<file path="config.mk">
export PLATFORM = sky130hd
export DESIGN_NAME = calc2_port_issuer
export DESIGN_NICKNAME = d
export VERILOG_FILES = /design/src/rtl/calc2_pkg.sv /design/src/rtl/calc2_tag_pool.sv /design/src/rtl/calc2_port_issuer.sv
export SDC_FILE = /design/constraint.sdc
export NUM_CORES = 1
export LEC_CHECK = 0
export ABC_AREA = 1
export ABC_CLOCK_PERIOD_IN_PS = 3000
export BUFFER_PORTS_ARGS = -buffer_cell sky130_fd_sc_hd__buf_2
export CAP_MARGIN = 15
export CORE_MARGIN = 1.5
export CORE_UTILIZATION = 45
export DETAILED_ROUTE_END_ITERATION = 8
export PLACE_DENSITY = 0.73
export SYNTH_ARGS = -nofsm -noshare
export SYNTH_HDL_FRONTEND = slang
export SYNTH_HIERARCHICAL = 1
export SYNTH_SLANG_ARGS = --single-unit
</file>
<file path="constraint.sdc">
create_clock -name c_clk -period 3 [get_ports c_clk]
set_input_delay 0.15 -clock c_clk [delete_from_list [all_inputs] [get_ports c_clk]]
set_output_delay 0.15 -clock c_clk [all_outputs]
set_load 0.02 [all_outputs]
</file>
<file path="src/rtl/calc2_pkg.sv">
// Shared types and constants for the calc2 requester-side logic.
package calc2_pkg;

  localparam int CALC2_TAG_W       = 2;
  localparam int CALC2_NUM_TAGS    = 4;
  localparam int CALC2_CMD_W       = 4;
  localparam int CALC2_DATA_W      = 32;
  localparam int CALC2_TIMEOUT_CYC = 64;

  typedef logic [CALC2_TAG_W-1:0]  tag_t;
  typedef logic [CALC2_CMD_W-1:0]  cmd_t;
  typedef logic [CALC2_DATA_W-1:0] data_t;
  typedef logic [1:0]              resp_t;

  localparam cmd_t CMD_NOP = 4'd0;
  localparam cmd_t CMD_ADD = 4'd1;
  localparam cmd_t CMD_SUB = 4'd2;
  localparam cmd_t CMD_SHL = 4'd5;
  localparam cmd_t CMD_SHR = 4'd6;

  localparam resp_t RESP_NONE    = 2'd0;
  localparam resp_t RESP_OK      = 2'd1;
  localparam resp_t RESP_OVF     = 2'd2;
  localparam resp_t RESP_INVALID = 2'd3;

  typedef enum logic {
    ST_IDLE,
    ST_DATA2
  } fsm_state_e;

endpackage

</file>
<file path="src/rtl/calc2_tag_pool.sv">
// Tag bookkeeping: busy vector, lowest-free pick, per-tag age timers and
// busy popcount. Free/busy decisions all use the registered busy vector.
module calc2_tag_pool
  import calc2_pkg::*;
#(
  parameter int NUM_TAGS    = CALC2_NUM_TAGS,
  parameter int TAG_W       = CALC2_TAG_W,
  parameter int TIMEOUT_CYC = CALC2_TIMEOUT_CYC
) (
  input  logic                clk,
  input  logic                reset,
  input  logic                alloc,
  input  logic                clr,
  input  logic [TAG_W-1:0]    clr_tag,
  output logic [NUM_TAGS-1:0] busy,
  output logic                any_free,
  output logic [TAG_W-1:0]    free_tag,
  output logic [NUM_TAGS-1:0] expire,
  output logic [TAG_W:0]      count
);

  localparam int TMR_W = (TIMEOUT_CYC > 2) ? $clog2(TIMEOUT_CYC) : 1;
  localparam logic [TMR_W-1:0] TMR_LAST = TMR_W'(TIMEOUT_CYC - 1);

  always_comb begin
    any_free = 1'b0;
    free_tag = '0;
    for (int i = NUM_TAGS - 1; i >= 0; i--) begin
      if (!busy[i]) begin
        any_free = 1'b1;
        free_tag = TAG_W'(i);
      end
    end
  end

  always_comb begin
    count = '0;
    for (int i = 0; i < NUM_TAGS; i++) begin
      count = count + {{TAG_W{1'b0}}, busy[i]};
    end
  end

  for (genvar g = 0; g < NUM_TAGS; g++) begin : g_tag
    logic             busy_q;
    logic [TMR_W-1:0] tmr_q;
    logic             set_g;
    logic             rsp_g;

    assign set_g     = alloc && (free_tag == TAG_W'(g));
    assign rsp_g     = clr && (clr_tag == TAG_W'(g));
    // A response landing on the expiry cycle retires the tag normally.
    assign expire[g] = busy_q && (tmr_q == TMR_LAST) && !rsp_g;
    assign busy[g]   = busy_q;

    always_ff @(posedge clk) begin
      if (!reset) begin
        busy_q <= 1'b0;
        tmr_q  <= '0;
      end else if (set_g) begin
        busy_q <= 1'b1;
        tmr_q  <= '0;
      end else if (rsp_g || expire[g]) begin
        busy_q <= 1'b0;
        tmr_q  <= '0;
      end else if (busy_q) begin
        tmr_q  <= tmr_q + TMR_W'(1);
      end
    end
  end

endmodule

</file>
<file path="src/rtl/calc2_port_issuer.sv">
// Issues whole operations onto one calc2 requester port as cmd/data beat
// pairs, retires tags from the port's responses and flags protocol errors.
module calc2_port_issuer
  import calc2_pkg::*;
#(
  parameter int NUM_TAGS    = CALC2_NUM_TAGS,
  parameter int TAG_W       = CALC2_TAG_W,
  parameter int CMD_W       = CALC2_CMD_W,
  parameter int DATA_W      = CALC2_DATA_W,
  parameter int TIMEOUT_CYC = CALC2_TIMEOUT_CYC
) (
  input  logic              c_clk,
  input  logic              reset,
  input  logic              op_valid,
  output logic              op_ready,
  input  logic [CMD_W-1:0]  op_cmd,
  input  logic [DATA_W-1:0] op_data1,
  input  logic [DATA_W-1:0] op_data2,
  output logic [CMD_W-1:0]  req_cmd_in,
  output logic [DATA_W-1:0] req_data_in,
  output logic [TAG_W-1:0]  req_tag_in,
  input  logic [1:0]        out_resp,
  input  logic [DATA_W-1:0] out_data,
  input  logic [TAG_W-1:0]  out_tag,
  output logic              cpl_valid,
  output logic [1:0]        cpl_resp,
  output logic [DATA_W-1:0] cpl_data,
  output logic [TAG_W-1:0]  cpl_tag,
  output logic [TAG_W:0]    outstanding,
  output logic              err_unexp_tag,
  output logic              err_timeout,
  output logic [TAG_W-1:0]  err_tag
);

  fsm_state_e state_q, state_d;

  logic [DATA_W-1:0]   data2_q;
  logic [CMD_W-1:0]    req_cmd_d;
  logic [DATA_W-1:0]   req_data_d;
  logic [TAG_W-1:0]    req_tag_d;
  logic [NUM_TAGS-1:0] busy;
  logic [NUM_TAGS-1:0] expire;
  logic [TAG_W-1:0]    free_tag;
  logic [TAG_W-1:0]    to_tag;
  logic                any_free;
  logic                hs, alloc;
  logic                rsp_vld, rsp_hit, rsp_unexp;
  logic                to_any, err_seen;

  assign op_ready  = (state_q == ST_IDLE) && any_free;
  assign hs        = op_valid && op_ready;
  assign alloc     = hs && (op_cmd != '0);
  assign rsp_vld   = (out_resp != RESP_NONE);
  assign rsp_hit   = rsp_vld && busy[out_tag];
  assign rsp_unexp = rsp_vld && !busy[out_tag];
  assign err_seen  = err_unexp_tag || err_timeout;

  calc2_tag_pool #(
    .NUM_TAGS    (NUM_TAGS),
    .TAG_W       (TAG_W),
    .TIMEOUT_CYC (TIMEOUT_CYC)
  ) u_pool (
    .clk      (c_clk),
    .reset    (reset),
    .alloc    (alloc),
    .clr      (rsp_hit),
    .clr_tag  (out_tag),
    .busy     (busy),
    .any_free (any_free),
    .free_tag (free_tag),
    .expire   (expire),
    .count    (outstanding)
  );

  // Lowest expiring tag is the one reported when several age out together.
  always_comb begin
    to_any = |expire;
    to_tag = '0;
    for (int i = NUM_TAGS - 1; i >= 0; i--) begin
      if (expire[i]) to_tag = TAG_W'(i);
    end
  end

  always_comb begin
    state_d    = state_q;
    req_cmd_d  = '0;
    req_data_d = '0;
    req_tag_d  = '0;
    case (state_q)
      ST_IDLE: begin
        if (alloc) begin
          state_d    = ST_DATA2;
          req_cmd_d  = op_cmd;
          req_data_d = op_data1;
          req_tag_d  = free_tag;
        end
      end
      ST_DATA2: begin
        state_d    = ST_IDLE;
        req_data_d = data2_q;
        req_tag_d  = req_tag_in;
      end
      default: state_d = ST_IDLE;
    endcase
  end

  always_ff @(posedge c_clk) begin
    if (!reset) begin
      state_q     <= ST_IDLE;
      data2_q     <= '0;
      req_cmd_in  <= '0;
      req_data_in <= '0;
      req_tag_in  <= '0;
    end else begin
      state_q     <= state_d;
      req_cmd_in  <= req_cmd_d;
      req_data_in <= req_data_d;
      req_tag_in  <= req_tag_d;
      if (alloc) data2_q <= op_data2;
    end
  end

  always_ff @(posedge c_clk) begin
    if (!reset) begin
      cpl_valid <= 1'b0;
      cpl_resp  <= '0;
      cpl_data  <= '0;
      cpl_tag   <= '0;
    end else begin
      cpl_valid <= rsp_hit;
      if (rsp_hit) begin
        cpl_resp <= out_resp;
        cpl_data <= out_data;
        cpl_tag  <= out_tag;
      end
    end
  end

  // err_tag records only the first error; an unexpected tag beats a timeout.
  always_ff @(posedge c_clk) begin
    if (!reset) begin
      err_unexp_tag <= 1'b0;
      err_timeout   <= 1'b0;
      err_tag       <= '0;
    end else begin
      if (rsp_unexp) err_unexp_tag <= 1'b1;
      if (to_any)    err_timeout   <= 1'b1;
      if (!err_seen) begin
        if (rsp_unexp)   err_tag <= out_tag;
        else if (to_any) err_tag <= to_tag;
      end
    end
  end

endmodule

</file>
==> results by group <==
Routing
  • Number of DRC markers in iteration 0: 273
  • Via count: 5266
  • Drt first pass iters: 4
  • Post-Route WL: 14100 um
  • Routed WL per cell: 12.9 um
  • Post-route antenna net violation count: 0
  • Vias/cell: 4.80
  • DRC: 0

Setup path
  • Worst-path cell chain: inv_1 > fa_1 > inv_1 > ha_1 > ha_1 > buf_2
  • Worst Path Buf+Inv: 3
  • Worst Setup Start Kind: flip-flop
  • Worst path arrival time: 2430 ps
  • CP startpoint: u_pool/g_tag[0].busy_q
  • Crit-path max FO: 11
  • Delay-heaviest family, CP: adder cells
  • R2R cell count: 11
  • CP peak stage delay: 630 ps
  • CP endpoint kind: output port
  • R2R Path End: req_data_in[8]
  • CP max stage cell: dfxtp_1
  • Required @ worst endpoint: 2850 ps
  • Reg2reg start: u_pool/g_tag[1].busy_q
  • Crit path kind: reg -> out
  • R2r setup slk: 740 ps

Placement
  • HPWL Detailed: 8700 um
  • GP Congestion: 0.741
  • Input/output buffers: 189
  • Setup WS pre-CTS: 811 ps

Global route
  • Initial antenna violation count: 0
  • Largest net degree at the start of global routing: 56
  • Grt ovf: 0
  • Global-route wire length before repair: 22700 um
  • Number of global-route vias before repair: 5056
  • Overall routing resource usage: 22.0%

Power
  • Clk network pwr share: 42.2%
  • Switching pwr: 1.18 mW
  • Switching share of total power: 26.4%
  • Leak pwr: 3.64 nW
  • PD cells: 576 nW/um^2
  • Final Power: 4.46 mW
  • Maximum resistive drop on vdd: 0.441 mV
  • Internal power: 3.28 mW
  • Logic gate share of total power: 12.7%
  • Sequential Power Share: 45.2%

Logic synthesis
  • Mean Syn Cell Area: 8.02 um^2
  • Yosys warnings: 6
  • Synth Cell Area: 5520 um^2
  • Commonest cells in the netlist: nand2_1 (168), dfxtp_1 (140), a21oi_1 (72)
  • Syn Inst Count: 688
  • Number of distinct library cells after synthesis: 32
  • Largest area contributor in the netlist: dfxtp_1
  • Ys flop type: dfxtp_1
  • Seq/Total Area, Yosys: 50.8%
  • Share of the synthesized area in the top cell type: 50.8%
  • Most numerous cell in the Yosys netlist: nand2_1
  • Top area cells in the synthesized netlist: dfxtp_1 (51%), nand2_1 (11%), a21oi_1 (6.5%)
  • #FFs+latches synth: 140
  • Number of synthesized flops with an enable pin: 0
  • Post-synth ARST share: 0%
  • Syn Nets: 802

Timing
  • Setup TNS: 0 ps
  • Relative slew margins: 48.0%
  • Period utilization: 85.9%
  • WHS: 11.3 ps
  • Least-Margin Pin Slew: 780 ps
  • Final Skew: 8.49 ps
  • FMAX: 0.388 GHz
  • Worst setup margin: 422 ps
  • Endpoints failing setup: 0
  • Final Max Tran Viols: 0
  • Post-layout min period: 2580 ps
  • RSZ-0062 raised after global routing: false
  • Final Hold Fails: 0

Worst hold path
  • Hold Path Class: in -> reg
  • HP Start: op_data1[3]
  • Hold endpoint: req_data_in[3]
  • Hold Path Depth: 3

Floorplanning
  • # rows: 40
  • Die area: 12900 um^2
  • Initial core utilization: 46.0%
  • Die span in x: 114 um
  • Die Span Y: 114 um
  • I/O pin count: 190
  • Core footprint: 12000 um^2

Finish
  • Final core area utilization: 64.5%
  • Area grow syn2layout: 40.3%
  • Post-layout nets: 1052
  • Multi-input gate area: 2260 um^2
  • Number of antenna diodes: 0
  • Layout cells sized above 1: 27.8%
  • Filler Cell Count: 979
  • Register area: 2800 um^2

Clock network
  • CTS tree: yes
  • Buffer count from post-CTS setup fixing: 0
  • Reg clk slew, reported paths: 60 ps
  • # resized after CTS: 0
  • H-tree Lvls: 4
  • Clock tree buffer depth: 2
  • Clk root buf: clkbuf_16
  • Worst skew pair latency: 410 ps
  • Num CTS Buffers: 17
  • Num Clock Sinks: 140

Job
  • Max-cap viol count: 0

Status
  • Outcome: finished clean
[worst max-delay path by stage]
| stage | to | slack, ps | cells after the start |
|---|---|---|---|
| after floorplan | err_tag[0] | 1150 | 15 |
| after global placement | outstanding[1] | 880 | 6 |
| after detailed placement | req_data_in[8] | 810 | 11 |
| after CTS | outstanding[1] | 400 | 6 |
| after global routing | outstanding[1] | 280 | 6 |
| final | outstanding[1] | 420 | 6 |
[state kept, by name, indices dropped and copies added (netlist names)]
register             count
cpl_data                32
cpl_resp                 2
cpl_tag                  2
cpl_valid                1
data2_q                 32
err_tag                  2
err_timeout              1
err_unexp_tag            1
req_cmd_in               4
req_data_in             32
req_tag_in               2
state_q                  1
u_pool/g_tag.busy_q      4
u_pool/g_tag.tmr_q      24
[power by group through the flow]
stage                     Combinational [mW]  Clock [mW]  Sequential, mW
after floorplan                        0.255           0            2.11
after global placement                 0.477           0            2.05
after detailed placement               0.482           0            2.05
after CTS                              0.558        1.92            2.01
after global routing                   0.619        2.00            2.02
final                                  0.564        1.88            2.01
[cell type report]
type	count	share of cell area, %
Sequential cell	140	36.2
Tap cell	147	2.37
Multi-Input combinational cell	449	29.2
Inverter	62	3.04
Clock inverter	13	1.21
Clock buffer	19	5.72
Timing Repair Buffer	268	22.3
[per-layer routing]
| layer | vias to the layer above | wire length, um | GRT usage, % |
|---|---|---|---|
| met5 | - | 0 | 0 |
| met4 | 0 | 420 | 10.6 |
| met3 | 35 | 978 | 7.76 |
| met2 | 170 | 6770 | 37.1 |
| met1 | 2382 | 5940 | 24.9 |
| li1 | 2679 | - | - |
[cells by family (layout without fill, tap and decap cells)]
kind of cell,count (synthesis),in the layout,share of synthesized area (%)
AND/OR/NAND/NOR,286,286,23.2
flip-flops,140,140,50.8
AO/OA/AOI/OAI,136,136,12.8
buffers and inverters,99,362,8.25
XOR/XNOR,16,16,2.54
adder cells (fa/ha/maj),7,7,1.72
multiplexers,4,4,0.725
[placed cells by master, fill, tap and decap left out, drive strengths merged]
master,Yosys,routed
buf,21,193
nand2,185,185
dfxtp,140,140
dlygate4sd3,0,75
a21oi,73,73
nor2,72,72
inv,62,65
o21ai,61,61
clkbuf,16,19
nand3,18,18
xnor2,10,10
clkinv,0,7
nand4,6,6
xor2,6,6
ha,6,6
mux2i,4,4
clkinvlp,0,3
nor3b,2,2
nand3b,2,2
nor3,1,1
a31oi,1,1
a21boi,1,1
fa,1,1
[timing repair]
action,4_1_cts,5_1_grt
setup endpoints to repair,0,0
endpoints found under the hold margin,75,0
hold buffers,75,0
[stage by stage]
step	cells	area (um^2)
after global routing	1098	7750
after floorplan	688	5520
final	1098	7750
after detailed placement	991	6460
after CTS	1098	7750
after global placement	991	6460
[worst min-delay path, cell delays in order]
cell     delay [ps]
buf_2           100
nand2_1          60
a21oi_1          60
No activity file was read; power rests on OpenSTA's default activity.
